<file path="src/rtl/instr_mem_loader.sv">
// Boot-time instruction memory loader: packs a little-endian byte stream into
// 32-bit words, writes them to consecutive addresses and holds the core meanwhile.
module instr_mem_loader #(
  parameter int MEM_DEPTH_POW = 10,
  parameter int ADDR_WIDTH    = 64,
  parameter int DATA_WIDTH    = 32
) (
  input  logic                    clk,
  input  logic                    reset,
  input  logic                    start_in,
  input  logic [MEM_DEPTH_POW:0]  word_count_in,
  input  logic [7:0]              byte_data_in,
  input  logic                    byte_valid_in,
  output logic                    byte_ready_out,
  output logic                    mem_we_out,
  output logic [ADDR_WIDTH-1:0]   mem_addr_out,
  output logic [DATA_WIDTH-1:0]   mem_data_out,
  output logic                    busy_out,
  output logic                    done_out,
  output logic                    err_out,
  output logic                    cpu_hold_out
);

  typedef enum logic [1:0] {
    ST_IDLE = 2'd0,
    ST_LOAD = 2'd1,
    ST_DONE = 2'd2
  } state_t;

  localparam logic [MEM_DEPTH_POW:0] MEM_DEPTH = {1'b1, {MEM_DEPTH_POW{1'b0}}};
  localparam logic [MEM_DEPTH_POW:0] CNT_ONE   = {{MEM_DEPTH_POW{1'b0}}, 1'b1};
  localparam logic [MEM_DEPTH_POW:0] CNT_ZERO  = {(MEM_DEPTH_POW+1){1'b0}};

  state_t                  state_r, state_s;
  logic [1:0]              lane_r;
  logic [MEM_DEPTH_POW:0]  word_cnt_r, target_r, target_s;
  logic [23:0]             asm_r;
  logic                    ready_r, we_r, busy_r, done_r, err_r, hold_r;
  logic [ADDR_WIDTH-1:0]   addr_r;
  logic [DATA_WIDTH-1:0]   data_r;
  logic                    accept_s, lane3_s, last_byte_s, start_ok_s, over_s;
  logic                    ready_s, busy_s, done_s, hold_s;

  // Handshake qualifiers and clamped target for a new load
  always_comb begin
    accept_s   = byte_valid_in && ready_r;
    start_ok_s = start_in && (state_r != ST_LOAD);
    over_s     = (word_count_in > MEM_DEPTH);
    if (over_s) begin
      target_s = MEM_DEPTH;
    end else begin
      target_s = word_count_in;
    end
    lane3_s     = accept_s && (lane_r == 2'd3);
    // word_cnt_r still holds the index of the word being completed here
    last_byte_s = lane3_s && (word_cnt_r == (target_r - CNT_ONE));
  end

  // State register
  always_ff @(posedge clk) begin
    if (reset) begin
      state_r <= ST_IDLE;
    end else begin
      state_r <= state_s;
    end
  end

  // Next-state logic; LOAD exits during the final write cycle
  always_comb begin
    state_s = state_r;
    case (state_r)
      ST_IDLE, ST_DONE: begin
        if (start_ok_s) begin
          if (target_s == CNT_ZERO) begin
            state_s = ST_DONE;
          end else begin
            state_s = ST_LOAD;
          end
        end else begin
          state_s = state_r;
        end
      end
      ST_LOAD: begin
        if (we_r && (word_cnt_r == target_r)) begin
          state_s = ST_DONE;
        end else begin
          state_s = ST_LOAD;
        end
      end
      default: state_s = ST_IDLE;
    endcase
  end

  // Next values of the state-derived status outputs
  always_comb begin
    ready_s = (state_s == ST_LOAD) && !last_byte_s;
    busy_s  = (state_s == ST_LOAD);
    done_s  = (state_s == ST_DONE);
    hold_s  = (state_s != ST_DONE);
  end

  // Registered outputs, byte assembly and counters
  always_ff @(posedge clk) begin
    if (reset) begin
      ready_r    <= 1'b0;
      we_r       <= 1'b0;
      busy_r     <= 1'b0;
      done_r     <= 1'b0;
      err_r      <= 1'b0;
      hold_r     <= 1'b1;
      addr_r     <= {ADDR_WIDTH{1'b0}};
      data_r     <= {DATA_WIDTH{1'b0}};
      lane_r     <= 2'd0;
      word_cnt_r <= CNT_ZERO;
      target_r   <= CNT_ZERO;
      asm_r      <= 24'd0;
    end else begin
      ready_r <= ready_s;
      busy_r  <= busy_s;
      done_r  <= done_s;
      hold_r  <= hold_s;
      we_r    <= lane3_s;
      if (start_ok_s) begin
        lane_r     <= 2'd0;
        word_cnt_r <= CNT_ZERO;
        target_r   <= target_s;
        err_r      <= over_s;
      end else if (accept_s) begin
        lane_r <= lane_r + 2'd1;
        case (lane_r)
          2'd0: asm_r[7:0]   <= byte_data_in;
          2'd1: asm_r[15:8]  <= byte_data_in;
          2'd2: asm_r[23:16] <= byte_data_in;
          2'd3: begin
            data_r     <= {byte_data_in, asm_r};
            addr_r     <= {{(ADDR_WIDTH-MEM_DEPTH_POW-3){1'b0}}, word_cnt_r, 2'b00};
            word_cnt_r <= word_cnt_r + CNT_ONE;
          end
          default: lane_r <= 2'd0;
        endcase
      end
    end
  end

  assign byte_ready_out = ready_r;
  assign mem_we_out     = we_r;
  assign mem_addr_out   = addr_r;
  assign mem_data_out   = data_r;
  assign busy_out       = busy_r;
  assign done_out       = done_r;
  assign err_out        = err_r;
  assign cpu_hold_out   = hold_r;

endmodule
</file>
<file path="config.mk">
export PLATFORM = sky130hd
export DESIGN_NAME = instr_mem_loader
export DESIGN_NICKNAME = d
export VERILOG_FILES = /design/src/rtl/instr_mem_loader.sv
export SDC_FILE = /design/constraint.sdc
export NUM_CORES = 1
export LEC_CHECK = 0
export CAP_MARGIN = 20
export CORE_ASPECT_RATIO = 0.5
export CORE_MARGIN = 10
export CORE_UTILIZATION = 40
export DETAILED_ROUTE_END_ITERATION = 7
export HOLD_SLACK_MARGIN = 0.06
export PLACE_DENSITY = 0.69
export SETUP_SLACK_MARGIN = 0.05
export SLEW_MARGIN = 5
export SYNTH_ARGS = -nofsm -noshare
export SYNTH_HDL_FRONTEND = slang
export SYNTH_SLANG_ARGS = --single-unit
</file>
<file path="constraint.sdc">
create_clock -name clk -period 3.9 [get_ports clk]
set_clock_uncertainty 0.1 [all_clocks]
set_input_delay 0.78 -clock clk [delete_from_list [all_inputs] [get_ports clk]]
set_output_delay 0.78 -clock clk [all_outputs]
set_load 0.01 [all_outputs]
</file>
==> Word-level counts from Yosys, hierarchy flattened <==
Cells that the tools add are included.
{ "word_totals": {"output_inout_bits": 102, "word_cells": 53, "register_bits": 99, "in_bits": 23} }
{ "op_classes": {"n_lt_le_gt_ge": 1, "n_bitwise": 1, "mux": 5, "n_reduce_logical": 17, "eq_ne": 11, "addsub": 3} }
{ "ops": {"columns": ["operator", "count"], "rows": [
  ["equality test 11 bit", 2],
  ["AND reduction 3 bit", 4],
  ["adder 11 x 1 -> 11 bit, second input constant", 1],
  ["> comparator 11 bit, second input constant", 1],
  ["zero test 11 bit", 1],
  ["2-to-1 mux 11 bit", 1],
  ["subtractor 11 x 1 -> 11 bit, second input constant", 1],
  ["equality test 2 bit, second input constant", 4],
  ["equality test 2 x 1 -> 1 bit, second input constant", 3],
  ["logical AND 1 bit", 6],
  ["2-to-1 mux 2 bit", 3],
  ["zero test 2 bit", 2],
  ["one-hot mux 2 bit (2 select lines)", 1],
  ["OR reduction 2 bit", 2],
  ["adder 2 x 1 -> 2 bit, second input constant", 1],
  ["inequality test 2 x 1 -> 1 bit, second input constant", 1],
  ["inequality test 2 bit, second input constant", 1],
  ["AND reduction 2 bit", 1],
  ["zero test 1 bit", 1],
  ["NOT 1 bit", 1]
]} }

==> Longest topological paths before layout <==
Gate-level depths: netlist of the first run.
{ "logic_depth": {"ltp_word": 8, "depth_mapped": 8, "mapped_depth_nobuf": 7} }

==> Worst setup path after synthesis of the first run <==
Ideal clock, no wire load.
{ "synth_path": {"kind": "input-to-reg", "startpoint": "input port byte_valid_in", "endpoint": "register addr_r[8] (netlist: mem_addr_out[8])", "path_slack_ns": 1.924, "path_buffers": 3, "arrival_ns": 1.806, "path_stages": 7, "t_required_ns": 3.730, "setup_time_ns": 0.070, "path_cell_list": "and3_1 clkbuf_1 and2_1 clkbuf_1 buf_2 nand2_1 a21oi_1"} }
{ "synth_between": {"elab_chain_cells": 2} }
{ "synth_rtl": {"columns": ["element", "line", "source"], "rows": [
  ["start: declaration", "13", "input logic byte_valid_in,"],
  ["logical AND 1 bit", "46", "accept_s = byte_valid_in && ready_r;"],
  ["AND reduction 3 bit (no source line)", null, null],
  ["end signal: assignment", "111", "addr_r <= {ADDR_WIDTH{1'b0}};"],
  ["end signal: assignment", "136", "addr_r <= {{(ADDR_WIDTH-MEM_DEPTH_POW-3){1'b0}}, word_cnt_r, 2'b00};"],
  ["end: declaration", "39", "logic [ADDR_WIDTH-1:0] addr_r;"]
]} }
No other way between the ends.
A chain may end at the register's enable or synchronous reset.

==> Worst setup path after layout of the first run <==
{ "layout_path": {"startpoint": "input port word_count_in[8]", "endpoint": "register target_r[0]"} }
{ "layout_between": {"elab_chain_cells": 2} }
{ "layout_rtl": {"columns": ["element", "line", "source"], "rows": [
  ["start: declaration", "11", "input logic [MEM_DEPTH_POW:0] word_count_in,"],
  ["> comparator 11 bit", "48", "over_s = (word_count_in > MEM_DEPTH);"],
  ["2-to-1 mux 11 bit", "49", "if (over_s) begin"],
  ["end signal: assignment", "126", "target_r <= target_s;"],
  ["end: declaration", "36", "logic [MEM_DEPTH_POW:0] word_cnt_r, target_r, target_s;"]
]} }
No other way between the ends.

==> results by group, run 1 <==
Clock tree
  – Num CTS Buffers: 9
  – Resized cells post-CTS: 0
  – CTS tree: built
  – Post-CTS Hold Buffers: 0
  – Clock latency on the worst-skew pair: between 0.3 and 0.4 ns
  – Clk slew on worst S/H paths: around 0.060 ns
  – H-tree depth: 3
  – Clock sinks: 99
  – # Post-CTS Setup Buffers: 0
  – Clock Tree Root: clkbuf_16
  – Clock Path Buffers: 2

Placement
  – DP HPWL: between 7 and 8 mm
  – GP Congestion: around 0.82
  – Port buffer count: 71

Logic synthesis
  – Library cells used by synthesis: 44
  – Yosys top cell area share: a little over two fifths
  – Async S/R FF share, synth: 0%
  – Largest cells by area after synthesis: dfxtp_1 (44%), buf_4 (8.8%), nand2_1 (8.2%)
  – Main synth FF type: dfxtp_1
  – Warnings, synthesis: 0
  – Synthesized cell area: 4510 sq um
  – Number of flops mapped to enable cells by yosys: 0
  – Sequential share of the synthesized area: a little over two fifths
  – Synth area leader: dfxtp_1
  – Seq cells post-synth: around 100
  – Avg Inst Size Synth: approximately 8.5 sq um
  – Cell count after synthesis: 530

Cells and area
  – Share of cells above drive strength 1: 3.92%
  – Multi-input combinational cell area: roughly 2100 sq um
  – Most frequent cells in the layout: dfxtp_1 (99), nand2_1 (98), clkdlybuf4s50_1 (70)
  – Layout Nets: between 600 and 700
  – Filler instances: between 1,000 and 1,500
  – Storage cell area: between 1500 and 2000 sq um
  – Leading cell type in the layout, fill and taps excluded: dfxtp_1
  – Syn-to-layout area delta: 18.5%
  – Ant. Diodes: 0

Floorplanning
  – Num ports: 125
  – Total die area: ~16,000 sq um
  – Placeable Area: ~11,000 sq um
  – Initial Utilization: about two fifths
  – Die width: around 170 um
  – DIE HEIGHT: roughly 95 um
  – Rows: 27

Pwr
  – P_int: 1.51 mW
  – Clock Power Share: about 40%
  – Comb power frac: between 8 and 9%
  – Leakage: about 1.9 nW
  – Switching share of power: between 20% and 30%
  – Switching pwr: approximately 0.48 mW
  – Power Total: around 2 mW
  – Maximum vdd drop: 244 uV
  – Pwr dens: roughly 370 nW/um^2
  – Sequential Power Share: between 50% and 60%

STA
  – RSZ-0062 raised after global routing: false
  – Setup_tns: 0 ns
  – FMAX: 410 MHz
  – Slew headroom: between 50% and 60%
  – Slew @ Worst Pin: between 0.7 and 0.8 ns
  – Share of the clock period used by the worst path: a little over three fifths
  – Final setup violation count: 0
  – Fin crit period: ~2.4 ns
  – Final slew viol count: 0
  – Hold Vio Cnt, Final: 0

Critical path
  – Crit end category: flip-flop
  – CP startpoint kind: input port
  – CP Data Arrival Time: around 2.6 ns
  – Max FO, Critical Path: 10
  – Crit path kind: in2reg
  – RR Startpoint: target_r[0]
  – Req. time, crit path: 4.06 ns
  – CP startpoint: word_count_in[8]
  – Worst R2R Setup Slack: 1.63 ns

Drt
  – Met2 wire len: around 5.0 mm
  – Top routing layer in use: met4
  – WL per Instance: 14.1 um
  – Met1 Wirelength: ~4.4 mm
  – DRT Pass-1 Iters: 4
  – Vias per inst: between 4 and 5
  – DRC: 0
  – Routed wl met3: ~780 um
  – Via count: 3,533
  – DRT iter0 DRCs: between 150 and 200
  – WL final: 10.3 mm
  – ANT nets after route: 0

GRT
  – Vias in the first global route: around 3,500
  – Global route overflow: 0
  – All-Layer GR Usage: around an eighth
  – Initial antenna violation count: 0
  – First-pass GRT wire length: between 15 and 20 mm
  – Pin count of the biggest net entering global routing: between 70 and 80

Job
  – Max-cap violations: 0

Hold path
  – Hold path startpoint: asm_r[7]
  – HP Class: reg2reg

Run status
  – Run status: complete, no violations
-- stage by stage --
step / std cells / instance area (sq um) / setup slack, ns / util [%] / hold WS, ns
2_1_floorplan: 582 / 4710 / 1.92 / - / 0.331
3_3_place_gp: 717 / 5090 / 1.27 / 46.2 / 0.339
3_5_place_dp: 717 / 5090 / 1.18 / 46.2 / 0.343
4_1_cts: 731 / 5350 / 1.48 / 48.5 / 0.354
5_1_grt: 731 / 5350 / 1.19 / 48.5 / 0.368
6_report: 731 / 5350 / 1.46 / 48.5 / 0.351
-- registers in the layout, summed over array words and instances, names as in the netlist --
signal,count
asm_r,24
word_cnt_r,11
target_r,11
cpu_hold_out,1
state_r,2
mem_addr_out,11
busy_out,1
err_out,1
lane_r,2
mem_data_out,32
byte_ready_out,1
done_out,1
mem_we_out,1
-- Yosys cell counts (all sizes together), types with 2 or more instances --
cell	instances
clkbuf	20
or3	3
o311ai	2
nand3b	2
nand2b	3
and3	5
o21ai	7
inv	9
a31oi	4
mux2i	26
and2	2
a21o	2
nand3	7
xnor2	17
nor3	5
xor2	10
a21oi	52
buf	66
dfxtp	99
nand4	8
o31a	2
and4	2
nor4	3
nor2	45
nand2	98
ha	6
nor2b	4
a22o	9
-- power by group through the flow --
stage,Sequential [mW],Clock [mW],Combinational (mW)
floorplan,1.06,0,0.147
global placement,1.06,0,0.157
detailed placement,1.06,0,0.159
CTS,1.04,0.807,0.161
global route,1.04,0.845,0.181
finish,1.04,0.791,0.163
-- logic make-up (layout without fill, tap and decap cells) --
| family | count (synthesis) | count (layout) | synth area share [%] |
|---|---|---|---|
| adder cells (fa/ha/maj) | 6 | 6 | 1.66 |
| buffers and inverters | 95 | 99 | 12.8 |
| multiplexers | 26 | 26 | 5.77 |
| flip-flops | 99 | 99 | 43.9 |
| other | 1 | 53 | 0.0831 |
| XOR/XNOR | 27 | 27 | 5.24 |
| AND/OR/NAND/NOR | 191 | 191 | 18.9 |
| AO/OA/AOI/OAI | 85 | 85 | 11.7 |
-- worst paths after layout --
kind / endpoint / depth (start not counted)
max: target_r[0] / 6
min: mem_data_out[7] / 2
max reg2reg: byte_ready_out / 7
min reg2reg: mem_data_out[7] / 2
-- per-layer routing --
metal,track usage (%),vias to the layer above
li1,-,1761
met1,14.0,1666
met5,0,-
met2,21.9,100
met4,4.06,0
met3,4.45,6
-- worst max-delay path, cell delays in order --
cell	delay, ns
clkdlybuf4s50_1	0.43
nor4_1	0.45
a31oi_1	0.21
nor3_2	0.50
nand2_1	0.13
o21ai_0	0.09
-- cell type report --
type | instances | area share, %
inverters | 9 | 0.632
repair buffers | 76 | 13.9
clock buffers | 10 | 4.28
flip-flops and latches | 99 | 37.1
multi-input cells | 388 | 40.2
clock inverters | 4 | 0.538
well taps | 145 | 3.39
Power figures use the tool's default switching activity.
==> run 2, diff against run 1 <==
- clock period: 3.9 -> 2.4 ns (I/O delays scaled with it)
==> run 2 against run 1 <==
Net effect:
- worst setup slack lost 1.1 ns
- clock-buffer cell count shrank 1
- utilization grew 1.2 points
- critical endpoint is now byte_ready_out
- largest cell class unchanged
- largest power group unchanged
==> results by group, run 2 (synthesis gave the netlist of run 1 again) <==
Clock tree
  – H-tree depth: 3
  – CTS tree: built
  – Num CTS Buffers: 9
  – Post-CTS Hold Buffers: 0
  – Clock latency on the worst-skew pair: around 0.35 ns
  – Clk slew on worst S/H paths: ~0.07 ns
  – Resized cells post-CTS: 0
  – Clock Tree Root: clkbuf_16
  – Clock Path Buffers: 2
  – # Post-CTS Setup Buffers: 0
  – Clock sinks: 99

Cells and area
  – Number of flip-flops in the largest register: 32
  – Filler instances: roughly 1,100
  – Share of cells above drive strength 1: between 5 and 6%
  – Layout Nets: 620
  – Syn-to-layout area delta: 21.4%
  – Ant. Diodes: 0
  – Leading cell type in the layout, fill and taps excluded: dfxtp_1
  – Most frequent cells in the layout: dfxtp_1 (99), nand2_1 (98), clkdlybuf4s50_1 (70)

STA
  – Fin crit period: 2.06 ns
  – Share of the clock period used by the worst path: ~86%
  – Final slew viol count: 0
  – RSZ-0062 raised after global routing: false
  – Final setup violation count: 0
  – Setup_tns: 0 ns
  – FMAX: just under 500 MHz
  – Slew headroom: between 50 and 60%
  – Hold Vio Cnt, Final: 0
  – Slew @ Worst Pin: about 0.69 ns

Floorplanning
  – DIE HEIGHT: 95.1 um
  – Initial Utilization: roughly 41%
  – Placeable Area: between 10,000 and 15,000 sq um
  – Num ports: about 130
  – Total die area: roughly 16,000 sq um
  – Rows: 27
  – Die width: 170 um

GRT
  – Initial antenna violation count: 0
  – First-pass GRT wire length: about 17 mm
  – All-Layer GR Usage: between 10 and 15%
  – Global route overflow: 0
  – Pin count of the biggest net entering global routing: 71
  – Vias in the first global route: 3,470

Critical path
  – Crit path kind: reg2reg
  – CP startpoint kind: flip-flop
  – Worst R2R Setup Slack: roughly 0.34 ns
  – CP peak stage delay: 0.50 ns
  – CP max-delay cell: or4b_4
  – Crit end category: flip-flop
  – Max FO, Critical Path: 6
  – CP Data Arrival Time: ~2.2 ns
  – Req. time, crit path: between 2 and 3 ns
  – CP cell instances: inv_1 > ha_1 > or4b_4 > o31a_1 > a32oi_1 > a31oi_1

Placement
  – DP HPWL: around 7.5 mm
  – GP Congestion: between 0.8 and 0.9
  – Port buffer count: 71

Drt
  – DRT iter0 DRCs: roughly 140
  – Vias per inst: roughly 4.7
  – DRC: 0
  – Via count: 3,484
  – ANT nets after route: 0
  – DRT Pass-1 Iters: 4
  – WL final: 10.3 mm
  – WL per Instance: approximately 14 um

Run status
  – Run status: complete, no violations

Pwr
  – Power Total: 3.34 mW
  – Pwr dens: about 610 nW/um^2
  – Maximum vdd drop: roughly 310 uV
  – Leakage: 2.00 nW

Job
  – Max-cap violations: 0

Hold path
  – HP Class: in2reg
## run 2: layer usage
metal | routed length [um] | share of wire, % | global-route usage [%]
met5 | 0 | 0 | 0
met4 | 91 | 0.89 | 4.35
met1 | 4540 | 44 | 14.3
met3 | 735 | 7.2 | 4.62
met2 | 4910 | 48 | 22.1
## run 2: final timing paths
check / from / end / depth (start not counted)
worst max-delay path: target_r[0] / byte_ready_out / 6
worst min-delay path: reset / mem_we_out / 2
worst max register to register: target_r[0] / byte_ready_out / 6
worst min register to register: asm_r[0] / mem_data_out[0] / 2
## run 2: worst max-delay path, delay by kind of cell, from the launching register on
kind | cells | cell delay, ns
and+or+nand+nor | 1 | 0.50
adders and majority gates | 1 | 0.16
buffers and inverters | 1 | 0.11
DFF | 1 | 0.40
AOI/OAI and AO/OA | 3 | 0.66
## run 2: final cells by class
type                       count  area (sq um)  share of cell area (%)
clock inverter                 7          63.8                    1.17
sequential                    99          1980                    36.2
tap                          145           181                    3.31
clock buffer                   9           225                    4.11
multi-input combinational    388          2150                    39.2
inverter                       9          33.8                   0.617
timing repair buffer          84           841                    15.4
## run 2: per-stage QoR
step | std cells | hold slack (ns) | utilization, % | cell area (sq um) | setup WS [ns]
after floorplan | 582 | 0.331 | - | 4710 | 0.427
after detailed placement | 725 | 0.344 | 47.1 | 5190 | 0.133
after global routing | 741 | 0.364 | 49.7 | 5480 | 0.207
final | 741 | 0.339 | 49.7 | 5480 | 0.343
after CTS | 741 | 0.335 | 49.7 | 5480 | 0.345
after global placement | 725 | 0.341 | 47.1 | 5190 | 0.213
## run 2: power breakdown
group / switching [mW] / internal [mW] / total (mW)
clock network: 0.655 / 0.722 / 1.38
registers: 0.0210 / 1.66 / 1.68
logic: 0.163 / 0.113 / 0.276
total: 0.839 / 2.50 / 3.34
==> run 3, diff against run 2 <==
- TNS_END_PERCENT: unset -> 50
==> results of run 3 <==
Same layout as run 2: the final DEF is identical, and so are final timing and power.
